**config.mk**
```make
export PLATFORM = sky130hd
export DESIGN_NAME = alu_op_sequencer
export DESIGN_NICKNAME = d
export VERILOG_FILES = /design/src/rtl/alu_seq_pkg.sv /design/src/rtl/alu_result_mux.sv /design/src/rtl/alu_op_sequencer.sv
export SDC_FILE = /design/constraint.sdc
export NUM_CORES = 1
export LEC_CHECK = 0
export BUFFER_PORTS_ARGS = -buffer_cell sky130_fd_sc_hd__buf_2
export CAP_MARGIN = 5
export CELL_PAD_IN_SITES_DETAIL_PLACEMENT = 0
export CELL_PAD_IN_SITES_GLOBAL_PLACEMENT = 1
export CORE_UTILIZATION = 32
export CTS_CLUSTER_SIZE = 12
export DETAILED_ROUTE_END_ITERATION = 10
export PLACE_DENSITY_LB_ADDON = 0.05
export SYNTH_ARGS = -nofsm -noshare
export SYNTH_HDL_FRONTEND = slang
export SYNTH_SLANG_ARGS = --single-unit
```
**constraint.sdc**
```tcl
create_clock -name clk -period 2.05 [get_ports clk]
set_input_delay 0.5125 -clock clk [delete_from_list [all_inputs] [get_ports clk]]
set_output_delay 0.5125 -clock clk [all_outputs]
set_load 0.03 [all_outputs]
```
**src/rtl/alu_seq_pkg.sv**
```systemverilog
// rtl/alu_seq_pkg.sv - shared types and helpers for the ALU op sequencer
//
// Holds the opcode and FSM state enums plus the sign-magnitude widening
// helper used by the result mux.
package alu_seq_pkg;

  typedef enum logic [2:0] {
    OP_ADD = 3'd0,
    OP_SUB = 3'd1,
    OP_MUL = 3'd2,
    OP_DIV = 3'd3,
    OP_MOD = 3'd4
  } alu_op_e;

  typedef enum logic [1:0] {
    IDLE   = 2'd0,
    SETTLE = 2'd1,
    RESP   = 2'd2
  } seq_state_e;

  // Widen an n-bit sign-magnitude value to 2n bits: the sign moves to bit
  // 2n-1 and the magnitude is zero-extended. Works on a 64-bit carrier so it
  // serves any n up to 32; callers truncate the return to 2n bits.
  function automatic logic [63:0] sm_widen(input logic [63:0] r, input int n);
    logic [63:0] mag_mask;
    logic [63:0] sign;
    mag_mask = (64'd1 << (n - 1)) - 64'd1;
    sign     = (r >> (n - 1)) & 64'd1;
    return (r & mag_mask) | (sign << (2 * n - 1));
  endfunction

endpackage

```
**src/rtl/alu_result_mux.sv**
```systemverilog
// rtl/alu_result_mux.sv - opcode to 2N-bit result select
//
// Purely combinational. Picks the datapath output matching the latched
// opcode and widens N-bit results to 2N bits; MUL passes through unchanged.
// Illegal opcodes select zero.
//
// Ports:
//   op_i                          latched opcode
//   sum_i, sub_i, div_i, mod_i    N-bit sign-magnitude datapath results
//   mult_i                        2N-bit sign-magnitude product
//   result_o                      2N-bit selected result
module alu_result_mux
  import alu_seq_pkg::*;
#(
  parameter int N = 6
) (
  input  logic [2:0]     op_i,
  input  logic [N-1:0]   sum_i,
  input  logic [N-1:0]   sub_i,
  input  logic [2*N-1:0] mult_i,
  input  logic [N-1:0]   div_i,
  input  logic [N-1:0]   mod_i,
  output logic [2*N-1:0] result_o
);

  always_comb begin
    result_o = '0;
    case (op_i)
      OP_ADD:  result_o = (2*N)'(sm_widen(64'(sum_i), N));
      OP_SUB:  result_o = (2*N)'(sm_widen(64'(sub_i), N));
      OP_MUL:  result_o = mult_i;
      OP_DIV:  result_o = (2*N)'(sm_widen(64'(div_i), N));
      OP_MOD:  result_o = (2*N)'(sm_widen(64'(mod_i), N));
      default: result_o = '0;
    endcase
  end

endmodule

```
**src/rtl/alu_op_sequencer.sv**
```systemverilog
// rtl/alu_op_sequencer.sv - request/response sequencer for the shared ALU datapath
//
// Accepts one request, registers operands onto alu_a/alu_b, waits an
// op-dependent settle time, captures the selected result and presents it
// with error flags until the consumer takes it.
// Optional macro ALU_OP_STATS_EN adds a 16-bit response counter op_count.
//
// Ports:
//   clk, rst_n                     clock, async active-low reset
//   req_valid/req_ready            request handshake
//   req_op, req_a, req_b           opcode and sign-magnitude operands
//   alu_a, alu_b                   registered operands to the datapath
//   alu_sum/sub/mult/div/mod       datapath results
//   rsp_valid/rsp_ready            response handshake
//   rsp_result                     2N-bit sign-magnitude result
//   rsp_err_divzero, rsp_err_op    error flags
//   busy                           high whenever not IDLE
//   op_count                       (ALU_OP_STATS_EN) response count, wraps
module alu_op_sequencer
  import alu_seq_pkg::*;
#(
  parameter int N           = 6,
  parameter int FAST_SETTLE = 1,
  parameter int SLOW_SETTLE = 3
) (
  input  logic           clk,
  input  logic           rst_n,
  input  logic           req_valid,
  output logic           req_ready,
  input  logic [2:0]     req_op,
  input  logic [N-1:0]   req_a,
  input  logic [N-1:0]   req_b,
  output logic [N-1:0]   alu_a,
  output logic [N-1:0]   alu_b,
  input  logic [N-1:0]   alu_sum,
  input  logic [N-1:0]   alu_sub,
  input  logic [2*N-1:0] alu_mult,
  input  logic [N-1:0]   alu_div,
  input  logic [N-1:0]   alu_mod,
  output logic           rsp_valid,
  input  logic           rsp_ready,
  output logic [2*N-1:0] rsp_result,
  output logic           rsp_err_divzero,
  output logic           rsp_err_op,
  output logic           busy
`ifdef ALU_OP_STATS_EN
  ,
  output logic [15:0]    op_count
`endif
);

  localparam int MAX_SETTLE = (FAST_SETTLE > SLOW_SETTLE) ? FAST_SETTLE : SLOW_SETTLE;
  localparam int CNT_W      = $clog2(MAX_SETTLE + 1);

  seq_state_e       state_q, state_d;
  logic [CNT_W-1:0] cnt_q, cnt_d;
  logic [2:0]       op_q, op_d;
  logic [N-1:0]     alu_a_q, alu_a_d;
  logic [N-1:0]     alu_b_q, alu_b_d;
  logic [2*N-1:0]   result_q, result_d;
  logic             err_dz_q, err_dz_d;
  logic             err_op_q, err_op_d;
  logic [2*N-1:0]   mux_result;

  alu_result_mux #(.N(N)) u_result_mux (
    .op_i     (op_q),
    .sum_i    (alu_sum),
    .sub_i    (alu_sub),
    .mult_i   (alu_mult),
    .div_i    (alu_div),
    .mod_i    (alu_mod),
    .result_o (mux_result)
  );

  always_comb begin
    state_d   = state_q;
    cnt_d     = cnt_q;
    op_d      = op_q;
    alu_a_d   = alu_a_q;
    alu_b_d   = alu_b_q;
    result_d  = result_q;
    err_dz_d  = err_dz_q;
    err_op_d  = err_op_q;
    req_ready = 1'b0;
    rsp_valid = 1'b0;
    busy      = 1'b1;
    case (state_q)
      IDLE: begin
        req_ready = 1'b1;
        busy      = 1'b0;
        if (req_valid) begin
          op_d     = req_op;
          alu_a_d  = req_a;
          alu_b_d  = req_b;
          result_d = '0;
          err_dz_d = 1'b0;
          err_op_d = 1'b0;
          if (req_op > OP_MOD) begin
            err_op_d = 1'b1;
            state_d  = RESP;
          end else if ((req_op == OP_DIV || req_op == OP_MOD) && req_b[N-2:0] == '0) begin
            // Both +0 and -0 divisors short-circuit; the datapath is not waited on.
            err_dz_d = 1'b1;
            state_d  = RESP;
          end else begin
            state_d = SETTLE;
            cnt_d   = (req_op == OP_ADD || req_op == OP_SUB) ? CNT_W'(FAST_SETTLE - 1)
                                                             : CNT_W'(SLOW_SETTLE - 1);
          end
        end
      end
      SETTLE: begin
        if (cnt_q == '0) begin
          result_d = mux_result;
          state_d  = RESP;
        end else begin
          cnt_d = cnt_q - CNT_W'(1);
        end
      end
      RESP: begin
        rsp_valid = 1'b1;
        // A new request is never taken here; IDLE always separates responses.
        if (rsp_ready) state_d = IDLE;
      end
      default: state_d = IDLE;
    endcase
  end

  always_ff @(posedge clk or negedge rst_n) begin
    if (!rst_n) begin
      state_q  <= IDLE;
      cnt_q    <= '0;
      op_q     <= '0;
      alu_a_q  <= '0;
      alu_b_q  <= '0;
      result_q <= '0;
      err_dz_q <= 1'b0;
      err_op_q <= 1'b0;
    end else begin
      state_q  <= state_d;
      cnt_q    <= cnt_d;
      op_q     <= op_d;
      alu_a_q  <= alu_a_d;
      alu_b_q  <= alu_b_d;
      result_q <= result_d;
      err_dz_q <= err_dz_d;
      err_op_q <= err_op_d;
    end
  end

  assign alu_a           = alu_a_q;
  assign alu_b           = alu_b_q;
  assign rsp_result      = result_q;
  assign rsp_err_divzero = err_dz_q;
  assign rsp_err_op      = err_op_q;

`ifdef ALU_OP_STATS_EN
  logic [15:0] op_count_q, op_count_d;

  // Counts every response handshake, error responses included; wraps naturally.
  always_comb begin
    op_count_d = op_count_q;
    if (state_q == RESP && rsp_ready) op_count_d = op_count_q + 16'd1;
  end

  always_ff @(posedge clk or negedge rst_n) begin
    if (!rst_n) op_count_q <= '0;
    else        op_count_q <= op_count_d;
  end

  assign op_count = op_count_q;
`endif

endmodule
```
==> run metrics, run 1 <==
WL per Instance around 12 µm; Max Freq slightly below 600 MHz; PnR worst setup slack 0.354 ns; Detailed Routing Iterations Pass 1 4; Core ar. between 0.004 and 0.005 mm²; Skew-Pair Late Insertion Delay approximately 0.28 ns; Comb power frac 51.5%; Synth area leader dfrtp_1; clock buffer count from CTS 5; crit share post-route 82.7%; Mapped Area roughly 0.0016 mm²; final net count about 320; most frequent cells in the layout 83 x buf_2, 53 x nand2_1, 33 x dfrtp_1; VDD IR-drop max 0.557 mV; GRT overflow 0; syn_nets ~230; flops & latches, synth 33; Slew Viols, Final 0; PwrDens approximately 1400 mW/mm²; all-layer global routing usage between 15 and 20%; initial antenna violation count 0; io pins 84; sequential fraction of the synthesis area 51.8%; Layout area overhead 37.8%; Resized cells post-CTS 0; startpoint types flop; first-pass GRT wire length about 6.4 mm; DRT Wirelength just under 4 mm; starting density of the core about a third; vias around 1.5k; CP endpoint kind output port; Synth area leaders dfrtp_1 52%, nand2_1 12%, mux2i_1 8.8%; TritonCTS Sinks 33; commonest non-fill, non-tap cell in the layout buf_2; Least-Margin Pin Slew 0.629 ns; clock network fraction of total power between 15 and 20%; Synth Area per Inst about 9.4 µm²; post-synth cell types 28; layout cells sized above 1 between 40% and 50%; vias in the first global route 1477; ant diodes 0; drt via density 4.56; multi-input logic area 721 µm²; Reg clk slew, reported paths 0.07 ns; gpl congestion approximately 0.70; TNS Setup 0 ns; RSZ-0062 raised after global routing no; post-CTS setup buffer count 0; Cell Rows 25; Mapped Cells roughly 170; endpoints failing setup 0; Worst Skew a little over 0.004 ns; CTS H-tree lvls 2; Place WS 0.132 ns; post-route minimum period about 1.7 ns; Lkg Pwr between 1 and 1.5 nW; Flop pwr share between 30% and 40%; Sw Pwr 1.40 mW; placed cell areas ~0.0021 mm²; top sig layer met4; pin count of the biggest net entering global routing 34; worst-path maximum fanout 7; CTS max path bufs 2; Max Cap Viol 0; Chip Width slightly above 70 µm; post-synth top area share between 50% and 60%; Antenna Nets Post-Route 0; relative max-transition margin around 58%; Filler cells 497; total power about 3 mW; design area approximately 0.0022 mm²; met2 wire len about 1.8 mm; DRC marker count from the first detailed-route iteration 29; PortBufs 83; run status complete, no violations; metal1 wirelength about 1.8 mm; data required time of the critical path 1.54 ns; # hold bufs at CTS 0; root buf cell clkbuf_8; crit path DAT approximately 1.2 ns; met3 WL around 280 µm; FF/Latch Area 826 µm²; die area 0.00527 mm²; DR DRC count 0; HPWL Detailed a little over 3 mm; Crit Path Class flop to output port; warnings from Yosys 0; Fin. Hold Viols 0; final core occ 46.2%; Die Y ~73 µm; Int Power about 1.7 mW; Hold Path Class input port to async pin; TritonCTS clock tree built; Net Sw Frac 45.3%
state kept, by name (all words and copies together) (netlist names):
name / flops
alu_b: 6
cnt_q: 2
op_q: 3
rsp_err_op: 1
alu_a: 6
rsp_result: 12
state_q: 2
rsp_err_divzero: 1
routing by layer:
layer | vias up | GRT usage, %
met5 | - | 0
met2 | 54 | 27.1
met3 | 5 | 4.28
met1 | 676 | 19.6
li1 | 756 | -
met4 | 0 | 5.88
cells by family after synthesis:
| family | synth area share (%) |
|---|---|
| flops | 51.8 |
| buf+inv | 2.98 |
| fa+ha+maj | 0.785 |
| mux | 9.73 |
| simple gates | 20.5 |
| compound gates | 14.2 |
stage by stage:
stage               hold slack, ns  instances
floorplan                    0.217        169
global placement             0.455        319
detailed placement           0.459        319
CTS                          0.260        327
global route                 0.287        327
finish                       0.247        327
path summary, 6_finish.rpt:
check | slack [ns] | to | start | cells after the start
max | 0.35 | req_ready | state_q[1]$_DFFE_PN0P_ | 2
min | 0.25 | rsp_result[3]$_DFFE_PN0P_ | rst_n | 2
max reg2reg | 0.57 | cnt_q[1]$_DFFE_PN0P_ | state_q[1]$_DFFE_PN0P_ | 4
min reg2reg | 0.47 | alu_a[1]$_DFFE_PN0P_ | alu_a[1]$_DFFE_PN0P_ | 2
max in group asynchronous | 1.50 | alu_b[5]$_DFFE_PN0P_ | rst_n | 2
min in group clk | 0.42 | alu_a[5]$_DFFE_PN0P_ | req_a[5] | 3
Yosys cell counts, drive strengths merged:
cell type	n
nor4	1
nor2b	1
a21oi	7
or2	2
ha	1
nor2	8
a22o	6
mux2i	14
nor3b	2
or4	1
nand3	1
nand2b	3
o41ai	1
inv	6
o22ai	6
o221ai	1
dfrtp	33
clkbuf	4
nand2	53
mux2	1
buf	2
o31ai	1
a21o	1
a211oi	1
o21ai	11
and3	1
power groups by stage:
stage	Clock, mW	Sequential, mW	Combinational [mW]
floorplan	0	1.35	0.833
global placement	0	1.04	1.62
detailed placement	0	1.04	1.62
CTS	0.491	1.03	1.63
global route	0.517	1.07	1.77
finish	0.470	1.03	1.59
critical path: stages, from the launching register on:
cell and delay [ns]:
dfrtp_1 0.45, nor2_1 0.22, buf_2 0.24
area by class of cell:
class                      instances  share of cell area [%]
clock buffer                       6                    3.30
clock inverter                     2                   0.456
inverter                           6                    1.03
multi-input combinational        124                    32.8
sequential                        33                    37.6
tap                               67                    3.82
timing repair buffer              89                    21.0
Power figures use the tool's default switching activity.
==> inputs of run 2 (changes only) <==
- clock period: 2.05 -> 1.75 ns (I/O delays scaled with it)
==> run metrics, run 2 (synthesis results as in run 1) <==
run status complete, no violations; data required time of the critical path 1.31 ns (-0.23 ns); pin count of the biggest net entering global routing 19 (-44%); Least-Margin Pin Slew 0.422 ns (-0.207 ns); final net count 319 (+1.3%); worst-path maximum fanout 7 (unchanged); RSZ-0062 raised after global routing no; worst hold slack 0.0689 ns (-0.178 ns); first-pass GRT wire length 6.58 mm (+2.4%); DRC marker count from the first detailed-route iteration 25 (-14%); commonest non-fill, non-tap cell in the layout buf_2; ant diodes 0 (unchanged); Fin. Hold Viols 0 (unchanged); Max Freq around 600 MHz; reg2reg end cnt_q[1]$_DFFE_PN0P_; Antenna Nets Post-Route 0 (unchanged); layout cells sized above 1 41.7% (+1.7 points); CP endpoint kind output port; TritonCTS clock tree built; all-layer global routing usage 16.7% (+0.63 points); VDD IR-drop max 0.730 mV (+31%); most frequent cells in the layout 83 x buf_2, 53 x nand2_1, 33 x dfrtp_1; DRT Wirelength 4.09 mm (+4.0%); gpl congestion 0.737 (+5.9%); Worst Skew 0.00268 ns (-0.00142 ns); Core ar. 0.00475 mm² (unchanged); Worst Reg2Reg Path Length in Cells 4 (unchanged); die area 0.00527 mm² (unchanged); vias in the first global route 1502 (+1.7%); Setup crit end rsp_valid; root buf cell clkbuf_8; CTS max path bufs 2 (unchanged); Cell Rows 25 (unchanged); Layout area overhead 40.8%; clock buffer count from CTS 5 (unchanged); Die Y 72.6 µm (unchanged); io pins 84 (unchanged); Max Cap Viol 0 (unchanged); GRT overflow 0 (unchanged); Critical path origin state_q[1]$_DFFE_PN0P_; CTS H-tree lvls 2 (unchanged); Detailed Routing Iterations Pass 1 4 (unchanged); PortBufs 83 (unchanged); Lkg Pwr 1.24 nW (+1.9%); HPWL Detailed 3.11 mm (+2.7%); post-CTS setup buffer count 0 (unchanged); endpoints failing setup 0 (unchanged); Skew-Pair Late Insertion Delay 0.29 ns (about the same); max FFs per register 12 (unchanged); total power 3.69 mW (+19%); WL per Instance 12.3 µm (+2.7%); vias 1520 (+1.9%); DR DRC count 0 (unchanged); Reg clk slew, reported paths 0.07 ns (about the same); TritonCTS Sinks 33 (unchanged); worst reg2reg path startpoint state_q[1]$_DFFE_PN0P_; Crit Path Class flop to output port; post-route minimum period between 1.5 and 2 ns; starting density of the core 33.5% (unchanged); Place WS -0.0576 ns (-0.190 ns); relative max-transition margin 71.9% (+14 points); R2R setup slack 0.27 ns (-0.30 ns); crit share post-route ~93%; drt via density 4.59 (+0.71%); PnR worst setup slack 0.121 ns (-0.233 ns); Slew Viols, Final 0 (unchanged); placed cell areas 0.00216 mm² (+2.0%); crit path DAT 1.19 ns (about the same); Chip Width 72.6 µm (unchanged); startpoint types flop; Hold Path Class input port to async pin; design area 0.00224 mm² (+2.2%); PwrDens 1640 mW/mm² (+17%); initial antenna violation count 0 (unchanged)
[run 2: cell types whose count changed in the layout (fill, tap and decap cells not counted)]
cell / delta
nor2_2: +1
clkbuf_1: -1
clkinvlp_4: +1
buf_12: +1
nor2_1: -1
buf_4: +3
[run 2: repair_timing]
action	4_1_cts	5_1_grt
hold buffers	0	0
resized for setup	0	1
endpoints found under the setup margin	0	1
[run 2: worst min path at each step]
| stage | endpoint | cells past startpoint | start |
|---|---|---|---|
| after floorplan | alu_a[0]$_DFFE_PN0P_ | 0 | rst_n |
| after global placement | rsp_result[3]$_DFFE_PN0P_ | 1 | rst_n |
| after detailed placement | rsp_result[3]$_DFFE_PN0P_ | 1 | rst_n |
| after CTS | rsp_result[3]$_DFFE_PN0P_ | 1 | rst_n |
| after global routing | rsp_result[3]$_DFFE_PN0P_ | 1 | rst_n |
| final | rsp_result[3]$_DFFE_PN0P_ | 1 | rst_n |
[run 2: critical path, stage by stage, from the launching register on]
cell	delay, ns
dfrtp_1	0.47
nor2b_1	0.20
buf_2	0.23
[run 2: metal layers]
layer | share of wire (%) | GRT usage, %
met2 | 46 | 27.2
met1 | 46 | 20.4
met4 | 1.5 | 6.97
met5 | 0 | 0
met3 | 6.8 | 5.25
[run 2: cell type report]
class / instances / area, µm²
clock inverter: 3 / 17.5
inverter: 6 / 22.5
multi-input combinational: 124 / 723
tap: 67 / 83.8
clock buffer: 5 / 68.8
fill: 513 / 2510
sequential: 33 / 826
timing repair buffer: 93 / 503
[run 2: where the power goes]
part / total (mW) / internal, mW / leakage [nW] / switching, mW
clock: 0.563 / 0.274 / 0.0439 / 0.288
sequential: 1.21 / 1.04 / 0.426 / 0.177
combinational: 1.91 / 0.707 / 0.770 / 1.20
total: 3.69 / 2.02 / 1.24 / 1.67
[run 2: metrics by stage]
stage          TNS (ns)  util, %  cells
2_1_floorplan         0        -    169
6_report              0     47.2    331
3_5_place_dp    -0.0576     45.3    323
5_1_grt               0     47.2    331
4_1_cts               0     47.2    331
3_3_place_gp    -0.0451     45.3    323
==> inputs of run 3 (changes only) <==
- CORE_MARGIN: not set -> 5
- PLACE_DENSITY_LB_ADDON: 0.05 -> 0.12
==> run metrics, run 3 (synthesis results as in run 1) <==
Sw Pwr 1.66 mW (-0.25%); worst-path maximum fanout 7 (unchanged); VDD IR-drop max 0.730 mV (about the same); Slew Viols, Final 0 (unchanged); post-CTS setup buffer count 0 (unchanged); RSZ-0062 raised after global routing no; Int Power 2.03 mW (+0.87%); all-layer global routing usage 13.9% (-2.8 points); Resized cells post-CTS 0 (unchanged); Cell Rows 25 (unchanged); clock network fraction of total power 14.6% (-0.7 points); Filler cells 495 (-3.5%); io pins 84 (unchanged); Flop pwr share 32.8% (about the same); critical path cell sequence nor2b_1 -> buf_2; HPWL Detailed 3.60 mm (+16%); layout cells sized above 1 41.1% (-0.53 points); worst reg2reg path startpoint state_q[1]$_DFFE_PN0P_; WL per Instance 13.5 µm (+9.5%); Setup crit end rsp_valid; PortBufs 83 (unchanged); Layout area overhead 40.9% (about the same); Lkg Pwr 1.25 nW (+0.44%); crit share post-route 90.8% (-2.3 points); starting density of the core 33.3% (-0.22 points); DR DRC count 0 (unchanged); DRC marker count from the first detailed-route iteration 48 (+92%); commonest non-fill, non-tap cell in the layout buf_2; Reg clk slew, reported paths 0.07 ns (about the same); Antenna Nets Post-Route 0 (unchanged); Net Sw Frac 45.0% (-0.28 points); Max Cap Viol 0 (unchanged); max FFs per register 12 (unchanged); data required time of the critical path 1.31 ns (about the same); drt via density 4.64 (+1.0%); reg2reg end cnt_q[1]$_DFFE_PN0P_; PwrDens 1650 mW/mm² (+0.31%); crit path DAT 1.15 ns (-0.04 ns); TritonCTS Sinks 33 (unchanged); GRT overflow 0 (unchanged); Skew-Pair Late Insertion Delay 0.27 ns (-0.02 ns); startpoint types flop; CTS max path bufs 2 (unchanged); clock buffer count from CTS 5 (unchanged); Worst Reg2Reg Path Length in Cells 4 (unchanged); pin count of the biggest net entering global routing 18 (-1); Least-Margin Pin Slew 0.436 ns (+0.0138 ns); critical path's slowest cell dfrtp_1; final net count 320 (+0.31%); Max Freq 629 MHz (+2.5%); vias in the first global route 1561 (+3.9%); CTS H-tree lvls 2 (unchanged); die area 0.00649 mm² (+23%); R2R setup slack 0.29 ns (+0.02 ns); Chip Width 80.6 µm (+11%); Core ar. 0.00479 mm² (+0.66%); Fin. Hold Viols 0 (unchanged); run status complete, no violations; most frequent cells in the layout 83 x buf_2, 53 x nand2_1, 33 x dfrtp_1; multi-input logic area 721 µm² (-0.35%); ant diodes 0 (unchanged); FF/Latch Area 826 µm² (unchanged); DRT Wirelength 4.49 mm (+9.9%); initial antenna violation count 0 (unchanged); Die Y 80.6 µm (+11%); Hold Path Class input port to async pin; TNS Setup 0 ns (unchanged); vias 1540 (+1.3%); # hold bufs at CTS 0 (unchanged); CP endpoint kind output port; Detailed Routing Iterations Pass 1 4 (unchanged); worst hold slack 0.0901 ns (+0.0213 ns); Comb power frac 52.6% (+0.8 points); gpl congestion 0.735 (-0.20%); root buf cell clkbuf_8; relative max-transition margin 71.0% (-0.92 points); TritonCTS clock tree built; Critical path origin state_q[1]$_DFFE_PN0P_; first-pass GRT wire length 7.06 mm (+7.2%); Worst Skew 0.00581 ns (+0.00313 ns); Slowest Stage Delay on Critical Path 0.46 ns (about the same); endpoints failing setup 0 (unchanged); Crit Path Class flop to output port; post-route minimum period 1.59 ns (-0.0395 ns)
run 3: cell types whose count changed in the layout (fill, tap and decap cells not counted):
cell,previous run,this run
clkinvlp_4,1,0
buf_4,9,10
clkbuf_1,0,1
nor2_2,1,0
nor2_1,7,8
run 3: how the worst min path moves through the flow:
stage	from	endpoint	slack, ns	depth (start not counted)
global route	rst_n	alu_b[3]$_DFFE_PN0P_	0.11	1
CTS	rst_n	alu_b[2]$_DFFE_PN0P_	0.1	1
detailed placement	rst_n	alu_a[5]$_DFFE_PN0P_	0.40	1
global placement	rst_n	alu_a[5]$_DFFE_PN0P_	0.40	1
finish	rst_n	alu_a[3]$_DFFE_PN0P_	0.09	1
floorplan	rst_n	alu_a[0]$_DFFE_PN0P_	0.14	0
run 3: layout make-up:
class                           instances  share of cell area (%)
Sequential cell                        33                    36.8
Tap cell                               67                    3.73
Inverter                                6                    1.00
Clock inverter                          2                   0.446
Clock buffer                            6                    3.23
Multi-Input combinational cell        124                    32.1
Timing Repair Buffer                   94                    22.7
run 3: metrics by stage:
| step | instance area (µm²) | cells | setup WS, ns | power (mW) | util (%) |
|---|---|---|---|---|---|
| floorplan | 1590 | 169 | 0.0401 | 2.55 | - |
| global placement | 2160 | 324 | -0.0665 | 3.20 | 45.2 |
| detailed placement | 2160 | 324 | -0.0808 | 3.20 | 45.2 |
| CTS | 2250 | 332 | 0.142 | 3.76 | 46.9 |
| global route | 2250 | 332 | 0.0462 | 4.00 | 46.9 |
| finish | 2250 | 332 | 0.161 | 3.70 | 46.9 |
run 3: layer usage:
metal  vias up  global-route usage [%]  part of all wire (%)
met4         0                    3.55                  0.65
li1        767                       -                     -
met5         -                       0                     0
met3         4                    4.48                   9.0
met1       708                    16.3                    43
met2        61                    24.3                    47
run 3: critical path: cells and delay by family (launching register included):
| family | cells | cell delay (ns) |
|---|---|---|
| buf+inv | 1 | 0.22 |
| simple gates | 1 | 0.20 |
| flops | 1 | 0.46 |
run 3: power by group through the flow:
stage	registers [mW]	logic (mW)	clock network, mW
after floorplan	1.58	0.976	0
after global placement	1.22	1.97	0
after detailed placement	1.23	1.97	0
after CTS	1.22	1.98	0.564
after global routing	1.26	2.15	0.590
final	1.21	1.94	0.541
